**src/rtl/fetch_redirect_unit_if.sv**
```systemverilog
// Instruction-memory fetch port: word-read request/ready handshake between
// the fetch stage (master) and instruction memory (slave).
interface fetch_redirect_unit_if #(
  parameter int ADDR_W = 32
);
  logic              imem_req;
  logic [ADDR_W-1:0] imem_addr;
  logic              imem_ready;
  logic [31:0]       imem_rdata;

  modport master (
    output imem_req,
    output imem_addr,
    input  imem_ready,
    input  imem_rdata
  );

  modport slave (
    input  imem_req,
    input  imem_addr,
    output imem_ready,
    output imem_rdata
  );
endinterface

```
**src/rtl/fetch_redirect_unit.sv**
```systemverilog
// MIPS instruction-fetch stage with IF/ID pipeline register. Tracks the PC,
// fetches words over a req/ready port, parks a word returned during a decode
// stall, and redirects/squashes on a resolved taken branch.
module fetch_redirect_unit #(
  parameter int              ADDR_W   = 32,
  parameter logic [ADDR_W-1:0] RESET_PC = '0
) (
  input  logic                  clk,
  input  logic                  rst_n,
  input  logic                  freeze,
  input  logic                  branch_taken,
  input  logic [ADDR_W-1:0]     branch_target,
  fetch_redirect_unit_if.master imem,
  output logic [31:0]           if_instr,
  output logic [ADDR_W-1:0]     if_pc4,
  output logic                  if_valid,
  output logic                  flush
);

  typedef enum logic {FETCH = 1'b0, HOLD = 1'b1} state_t;

  state_t            state_q, state_d;
  logic [ADDR_W-1:0] pc_q, pc_d;
  logic [31:0]       buf_q, buf_d;
  logic              req_q, req_d;
  logic [31:0]       instr_q, instr_d;
  logic [ADDR_W-1:0] pc4_q, pc4_d;
  logic              valid_q, valid_d;
  logic              flush_q, flush_d;

  logic [ADDR_W-1:0] pc_plus4;
  logic [ADDR_W-1:0] tgt_aligned;
  logic              rdy;

  // Wraps modulo 2^ADDR_W; no overflow indication is needed.
  assign pc_plus4    = pc_q + {{(ADDR_W-3){1'b0}}, 3'b100};
  assign tgt_aligned = branch_target & ~{{(ADDR_W-2){1'b0}}, 2'b11};
  // Ready only counts while a request is actually outstanding.
  assign rdy         = imem.imem_ready & req_q;

  // State, PC, parked word and IF/ID register update; reset clears everything.
  always_ff @(posedge clk or negedge rst_n) begin
    if (!rst_n) begin
      state_q <= FETCH;
      pc_q    <= RESET_PC;
      buf_q   <= '0;
      req_q   <= 1'b0;
      instr_q <= '0;
      pc4_q   <= '0;
      valid_q <= 1'b0;
      flush_q <= 1'b0;
    end else begin
      state_q <= state_d;
      pc_q    <= pc_d;
      buf_q   <= buf_d;
      req_q   <= req_d;
      instr_q <= instr_d;
      pc4_q   <= pc4_d;
      valid_q <= valid_d;
      flush_q <= flush_d;
    end
  end

  // Next-state: branch redirect beats freeze, which beats normal fetch.
  always_comb begin
    state_d = state_q;
    pc_d    = pc_q;
    buf_d   = buf_q;
    instr_d = instr_q;
    pc4_d   = pc4_q;
    valid_d = valid_q;
    flush_d = 1'b0;

    if (branch_taken) begin
      // Any word arriving this cycle is wrong-path and is dropped.
      pc_d    = tgt_aligned;
      valid_d = 1'b0;
      flush_d = 1'b1;
      state_d = FETCH;
      buf_d   = '0;
    end else if (freeze) begin
      // Decode holds; a word returned now is parked so it is not lost.
      if (state_q == FETCH && rdy) begin
        buf_d   = imem.imem_rdata;
        state_d = HOLD;
      end
    end else begin
      unique case (state_q)
        FETCH: begin
          if (rdy) begin
            instr_d = imem.imem_rdata;
            pc4_d   = pc_plus4;
            valid_d = 1'b1;
            pc_d    = pc_plus4;
          end else begin
            valid_d = 1'b0;
          end
        end
        HOLD: begin
          instr_d = buf_q;
          pc4_d   = pc_plus4;
          valid_d = 1'b1;
          pc_d    = pc_plus4;
          state_d = FETCH;
        end
        default: state_d = FETCH;
      endcase
    end

    // Request is registered so it rises on the first edge after reset.
    req_d = (state_d == FETCH);
  end

  assign imem.imem_req  = req_q;
  assign imem.imem_addr = pc_q;
  assign if_instr       = instr_q;
  assign if_pc4         = pc4_q;
  assign if_valid       = valid_q;
  assign flush          = flush_q;

endmodule
```
**src/flat_wrapper.sv**
```systemverilog
// flat-port wrapper written by rule: the top's interface ports become plain ports
module fetch_redirect_unit_flat 
#(
  parameter int              ADDR_W   = 32,
  parameter logic [ADDR_W-1:0] RESET_PC = '0
)
  (clk, rst_n, freeze, branch_taken, branch_target, if_instr, if_pc4, if_valid, flush, imem_imem_req, imem_imem_addr, imem_imem_ready, imem_imem_rdata);
  fetch_redirect_unit_if #(.ADDR_W(ADDR_W)) imem_i ();
  input  logic clk;
  input  logic rst_n;
  input  logic freeze;
  input  logic branch_taken;
  input  logic [ADDR_W-1:0] branch_target;
  output logic [31:0] if_instr;
  output logic [ADDR_W-1:0] if_pc4;
  output logic if_valid;
  output logic flush;
  output wire logic [$bits(imem_i.imem_req)-1:0] imem_imem_req;
  output wire logic [$bits(imem_i.imem_addr)-1:0] imem_imem_addr;
  input wire logic [$bits(imem_i.imem_ready)-1:0] imem_imem_ready;
  input wire logic [$bits(imem_i.imem_rdata)-1:0] imem_imem_rdata;
  assign imem_imem_req = imem_i.imem_req;
  assign imem_imem_addr = imem_i.imem_addr;
  assign imem_i.imem_ready = imem_imem_ready;
  assign imem_i.imem_rdata = imem_imem_rdata;
  fetch_redirect_unit #(.ADDR_W(ADDR_W), .RESET_PC(RESET_PC)) u_core (.clk(clk), .rst_n(rst_n), .freeze(freeze), .branch_taken(branch_taken), .branch_target(branch_target), .imem(imem_i), .if_instr(if_instr), .if_pc4(if_pc4), .if_valid(if_valid), .flush(flush));
endmodule
```
**config.mk**
```make
export PLATFORM = sky130hd
export DESIGN_NAME = fetch_redirect_unit_flat
export DESIGN_NICKNAME = d
export VERILOG_FILES = /design/src/rtl/fetch_redirect_unit_if.sv /design/src/rtl/fetch_redirect_unit.sv /design/src/flat_wrapper.sv
export SDC_FILE = /design/constraint.sdc
export NUM_CORES = 1
export LEC_CHECK = 0
export BUFFER_PORTS_ARGS = -buffer_cell sky130_fd_sc_hd__clkbuf_2
export CAP_MARGIN = 20
export CELL_PAD_IN_SITES_DETAIL_PLACEMENT = 0
export CELL_PAD_IN_SITES_GLOBAL_PLACEMENT = 2
export CORE_MARGIN = 4
export CORE_UTILIZATION = 34
export CTS_BUF_LIST = sky130_fd_sc_hd__clkbuf_4 sky130_fd_sc_hd__clkbuf_8 sky130_fd_sc_hd__clkbuf_16
export DETAILED_ROUTE_END_ITERATION = 10
export HOLD_SLACK_MARGIN = 0.1
export PLACE_DENSITY = 0.89
export SLEW_MARGIN = 20
export SYNTH_ARGS = -nofsm -noshare
export SYNTH_HDL_FRONTEND = slang
export SYNTH_SLANG_ARGS = --single-unit
```
**constraint.sdc**
```tcl
create_clock -name clk -period 5.1 [get_ports clk]
set_input_delay 0.765 -clock clk [delete_from_list [all_inputs] [get_ports clk]]
set_output_delay 0.765 -clock clk [all_outputs]
set_load 0.01 [all_outputs]
```
Word-level counts from Yosys, hierarchy flattened
Cells that the tools add are included.
{ "classes": {"add_sub_neg": 1, "eq_ne": 3, "n_mux": 17, "n_bitwise": 5, "reduce_logical": 6} }
{ "op_table": {"columns": ["op", "count"], "rows": [
  ["32-bit two-way mux", 7],
  ["32-bit one-hot mux with 2 select lines", 2],
  ["32-bit by 3-bit adder with 32-bit output (second input constant)", 1],
  ["1-bit two-way mux", 7],
  ["2-bit by 1-bit inequality test with 1-bit output (second input constant)", 2],
  ["1-bit inverter", 4],
  ["2-bit AND reduction", 2],
  ["2-bit nonzero test", 2],
  ["3-bit by 2-bit inequality test with 1-bit output (second input constant)", 1],
  ["3-bit AND reduction", 1],
  ["1-bit one-hot mux with 2 select lines", 1],
  ["1-bit bitwise AND", 1],
  ["1-bit logical AND", 1]
]} }
{ "totals": {"register_bits": 132, "inputBits": 69, "out_inout_bits": 99, "wordCells": 40} }

Logic depth before layout (Yosys ltp)
{ "logic_depth": {"ltp_word": 6, "mapped_depth": 8, "mapped_depth_nobuf": 5} }

Worst setup path after synthesis
No wires, ideal clock.
{ "synth_timing": {"kind": "input port to flip-flop", "start": "input freeze", "end": "register u_core.pc_q[30] (netlist: u_core.imem.imem_addr[30])", "setup_time_ps": 82, "arrival_ps": 2184, "required_ps": 5018, "slack_ps": 2834, "cell_stages": 5, "n_path_buf": 2, "path_cell_list": "clkbuf_1 -> or4_1 -> clkbuf_1 -> or4_1 -> a31oi_1"} }
{ "synth_between": {"elab_chain_len": 2} }
{ "synth_lines": {"columns": ["item", "line_no", "text"], "rows": [
  ["from (decl)", "flat_wrapper.sv:11", "input logic freeze;"],
  ["2-bit by 1-bit inequality test with 1-bit output (no source line)", null, null],
  ["2-bit AND reduction (no source line)", null, null],
  ["to (signal assigned)", "fetch_redirect_unit.sv:54", "pc_q <= pc_d;"],
  ["to (decl)", "fetch_redirect_unit.sv:23", "logic [ADDR_W-1:0] pc_q, pc_d;"]
]} }
Every way passes these cells.
A chain may end at the register's enable or synchronous reset.

Worst setup path in the final report
{ "layout_timing": {"start": "register u_core.state_q", "end": "register u_core.pc4_q[20] (netlist: u_core.if_pc4[20])"} }
{ "layout_between": {"elab_chain_len": 3, "word_cells_on_any_way": 4, "cone_classes": "eq/ne (1); mux (1); bitwise (1); reduce/logical (1)"} }
{ "layout_lines": {"columns": ["item", "line_no", "text"], "rows": [
  ["from (decl)", "fetch_redirect_unit.sv:22", "state_t state_q, state_d;"],
  ["from (signal assigned)", "fetch_redirect_unit.sv:53", "state_q <= state_d;"],
  ["1-bit inverter", "fetch_redirect_unit.sv:88", "unique case (state_q)"],
  ["2-bit by 1-bit inequality test with 1-bit output (no source line)", null, null],
  ["3-bit AND reduction (no source line)", null, null],
  ["to (signal assigned)", "fetch_redirect_unit.sv:58", "pc4_q <= pc4_d;"],
  ["to (decl)", "fetch_redirect_unit.sv:27", "logic [ADDR_W-1:0] pc4_q, pc4_d;"]
]} }
Parallel ways exist; a longest one is shown, timed or not.

==> flow_summary.ini <==
[run_status]
status = complete, no violations

[clock_network]
cts_buffers = 17
max-clock-path-buffers = 2
cts_resized = 0
cts_tree = done
cts_hold_buf = 0
cts_root_buf = clkbuf_16
h-tree-depth = 4
path_clk_slew_ns = 0.06
cts_setup_buffers = 0
clock_latency_ns = 0.42
cts_sinks = 128

[floorplan]
rows = 48
io_pins = 168
die_h_um = 142.5
dieArea_sq_um = 20310
initial_core_util_pct = 35.09
die_w_um = 142.5
core-area_sq_um = 17540

[pwr]
p_leak_nw = 3.366
p_per_area_nw_per_um2 = 382.3
ir_drop_mv = 0.2308

[timing]
setup_ws_ns = 2.229
finalSetupViolations = 0
period_minus_slack_ns = 2.871
rsz0062_at_grt = false
tightest_slew_ns = 0.9633
hold_violations = 0
finalMaxSlewViolations = 0
fin_tns_setup_ns = 0
fmax_ghz = 0.3483
relSlewSlack_pct = 35.78
holdWs_ns = 0.3735
finClkSkew_ns = 0.01117
timing.final.crit_share_pct = 56.29

[yosys]
syn_inst = 627
netlist_area_sq_um = 6153
ys.flop_type = dfrtp_1
synth.distinct_cells = 43
synth-edff-count = 0
async_flop_share_pct = 100.0
synth_seq_cells = 128
ys_seq_area_share_pct = 52.05
avgSynthCellArea_sq_um = 9.814
yosys_warnings = 0

[global_routing]
grt_first_pass_wirelength_um = 28360
antenna_found_initial = 0
grt-ovfl-total = 0
first_global_vias = 5198
grt_max_degree = 50
groute.usage.overall_pct = 17.58

[detailed_routing]
vias = 5345
wl_um = 17710
drt_iter0_drc = 313
drtPass1Iterations = 5
drc = 0
ant_nets = 0
wl_per_cell_um = 17.75
vias_per_cell = 5.356

[final_layout]
area_delta_synth_final_pct = 22.69
layout.nets = 830
antenna_cells = 0
fillers = 1738
drive_above_1_share_pct = 28.07

[min_path]
hold_class = primary input to asynchronous set/reset pin

[setup_path]
path_class = register to register
r2r_start = u_core.state_q$_DFF_PN0_
critical_path_arrival_ns = 3.22
crit_fanout = 38
critPathLaunchType = register
r2r_slack_ns = 2.23
r2r_end = u_core.if_pc4[20]$_DFFE_PN0P_
worstPathRequired_ns = 5.45
crit_path_end_kind = register
worst_r2r_path_depth = 5

[job]
max_cap_violations = 0

[place]
pre_cts_ws_ns = 2.133
io_buffers = 161
dp_hpwl_um = 12300
gp_congestion = 0.8286
==> critical path, cell delays in order (launching register included) <==
cell and delay, ns:
dfrtp_2 1.00, a21oi_1 0.08, buf_4 0.25, or3_2 0.73, or4_1 0.62, nand3_1 0.11
==> layout make-up <==
cell class              count  area, sq um  area share [%]
well taps                 225        281.5           3.729
flip-flops and latches    128         3204           42.44
clock buffers              18        432.9           5.734
repair buffers            169        868.3           11.50
inverters                   4        15.01          0.1989
multi-input cells         440         2638           34.94
clock inverters            14        110.1           1.458
==> metal layers <==
layer  share of wire (%)  vias up  routed length [um]  global-route usage [%]
li1                    -     2540                   -                       -
met1                  44     2605                7821                   24.13
met2                  47      178                8388                   27.65
met3                 6.6       22                1171                   4.032
met4                 1.9        0                 332                   5.703
met5                   0        -                   0                       0
==> kinds of logic (layout without fill, tap and decap cells) <==
| kind of cell | Yosys count | in the layout | share of synthesized area, % |
|---|---|---|---|
| AO/OA/AOI/OAI | 153 | 153 | 16.00 |
| XOR/XNOR | 22 | 22 | 3.131 |
| adder cells (fa/ha/maj) | 1 | 1 | 0.2033 |
| buffers and inverters | 62 | 205 | 5.510 |
| flip-flops | 128 | 128 | 52.05 |
| multiplexers | 25 | 25 | 4.067 |
| other | 1 | 4 | 0.06094 |
| AND/OR/NAND/NOR | 235 | 235 | 18.97 |
==> state kept, by name, indices dropped and copies added (netlist names) <==
register	cells
u_core.state_q	1
u_core.buf_q	32
u_core.if_valid	1
u_core.if_instr	32
u_core.imem.imem_req	1
u_core.flush	1
u_core.imem.imem_addr	30
u_core.if_pc4	30
==> power by group <==
part / internal [mW] / switching, mW
Sequential: 1.15 / 0.127
Clock: 0.633 / 0.479
Combinational: 0.201 / 0.292
==> cells in the mapped netlist (5+ instances only) <==
cell | count | area (sq um)
nor4_1 | 6 | 37.54
nand2_1 | 100 | 375.4
o211ai_1 | 7 | 52.55
xor2_1 | 6 | 52.55
or4_1 | 31 | 232.7
o31ai_1 | 17 | 127.6
buf_6 | 7 | 78.83
dfrtp_1 | 128 | 3203
xnor2_1 | 16 | 140.1
a22o_1 | 24 | 210.2
buf_4 | 5 | 37.54
nand4_1 | 14 | 87.58
a31oi_1 | 32 | 200.2
or2_2 | 7 | 43.79
nand3_1 | 12 | 60.06
clkbuf_1 | 35 | 131.4
nor3_1 | 5 | 25.02
buf_2 | 5 | 25.02
o21ai_0 | 64 | 320.3
or3_1 | 11 | 68.82
mux2i_1 | 25 | 250.2
nor2_1 | 39 | 146.4
==> worst max-delay path by stage <==
stage | start | end | slack (ns) | cells past startpoint
floorplan | freeze | u_core.imem.imem_addr[30]$_DFFE_PN0P_ | 2.83 | 5
global placement | branch_taken | u_core.if_pc4[20]$_DFFE_PN0P_ | 2.15 | 4
detailed placement | branch_taken | u_core.if_instr[0]$_DFFE_PN0P_ | 2.13 | 5
CTS | u_core.state_q$_DFF_PN0_ | u_core.if_pc4[20]$_DFFE_PN0P_ | 2.22 | 5
global route | u_core.state_q$_DFF_PN0_ | u_core.if_instr[0]$_DFFE_PN0P_ | 2.08 | 6
finish | u_core.state_q$_DFF_PN0_ | u_core.if_pc4[20]$_DFFE_PN0P_ | 2.23 | 5
==> metrics by stage <==
stage          power (mW)  area [sq um]  utilization, %  std cells
4_1_cts             2.927          7550           43.05        998
5_1_grt             3.035          7550           43.05        998
2_1_floorplan       1.533          6165               -        630
3_3_place_gp        1.785          7007           39.95        966
3_5_place_dp        1.802          7007           39.95        966
6_report            2.886          7550           43.05        998
==> cell usage in the layout (no fill, tap or decap), types with 24 or more instances in the layout <==
master / n
dfrtp_1: 127
nor2_1: 39
a22o_1: 24
or4_1: 31
nand2_1: 100
mux2i_1: 25
a31oi_1: 32
clkbuf_2: 160
o21ai_0: 64
Power figures use the tool's default switching activity.
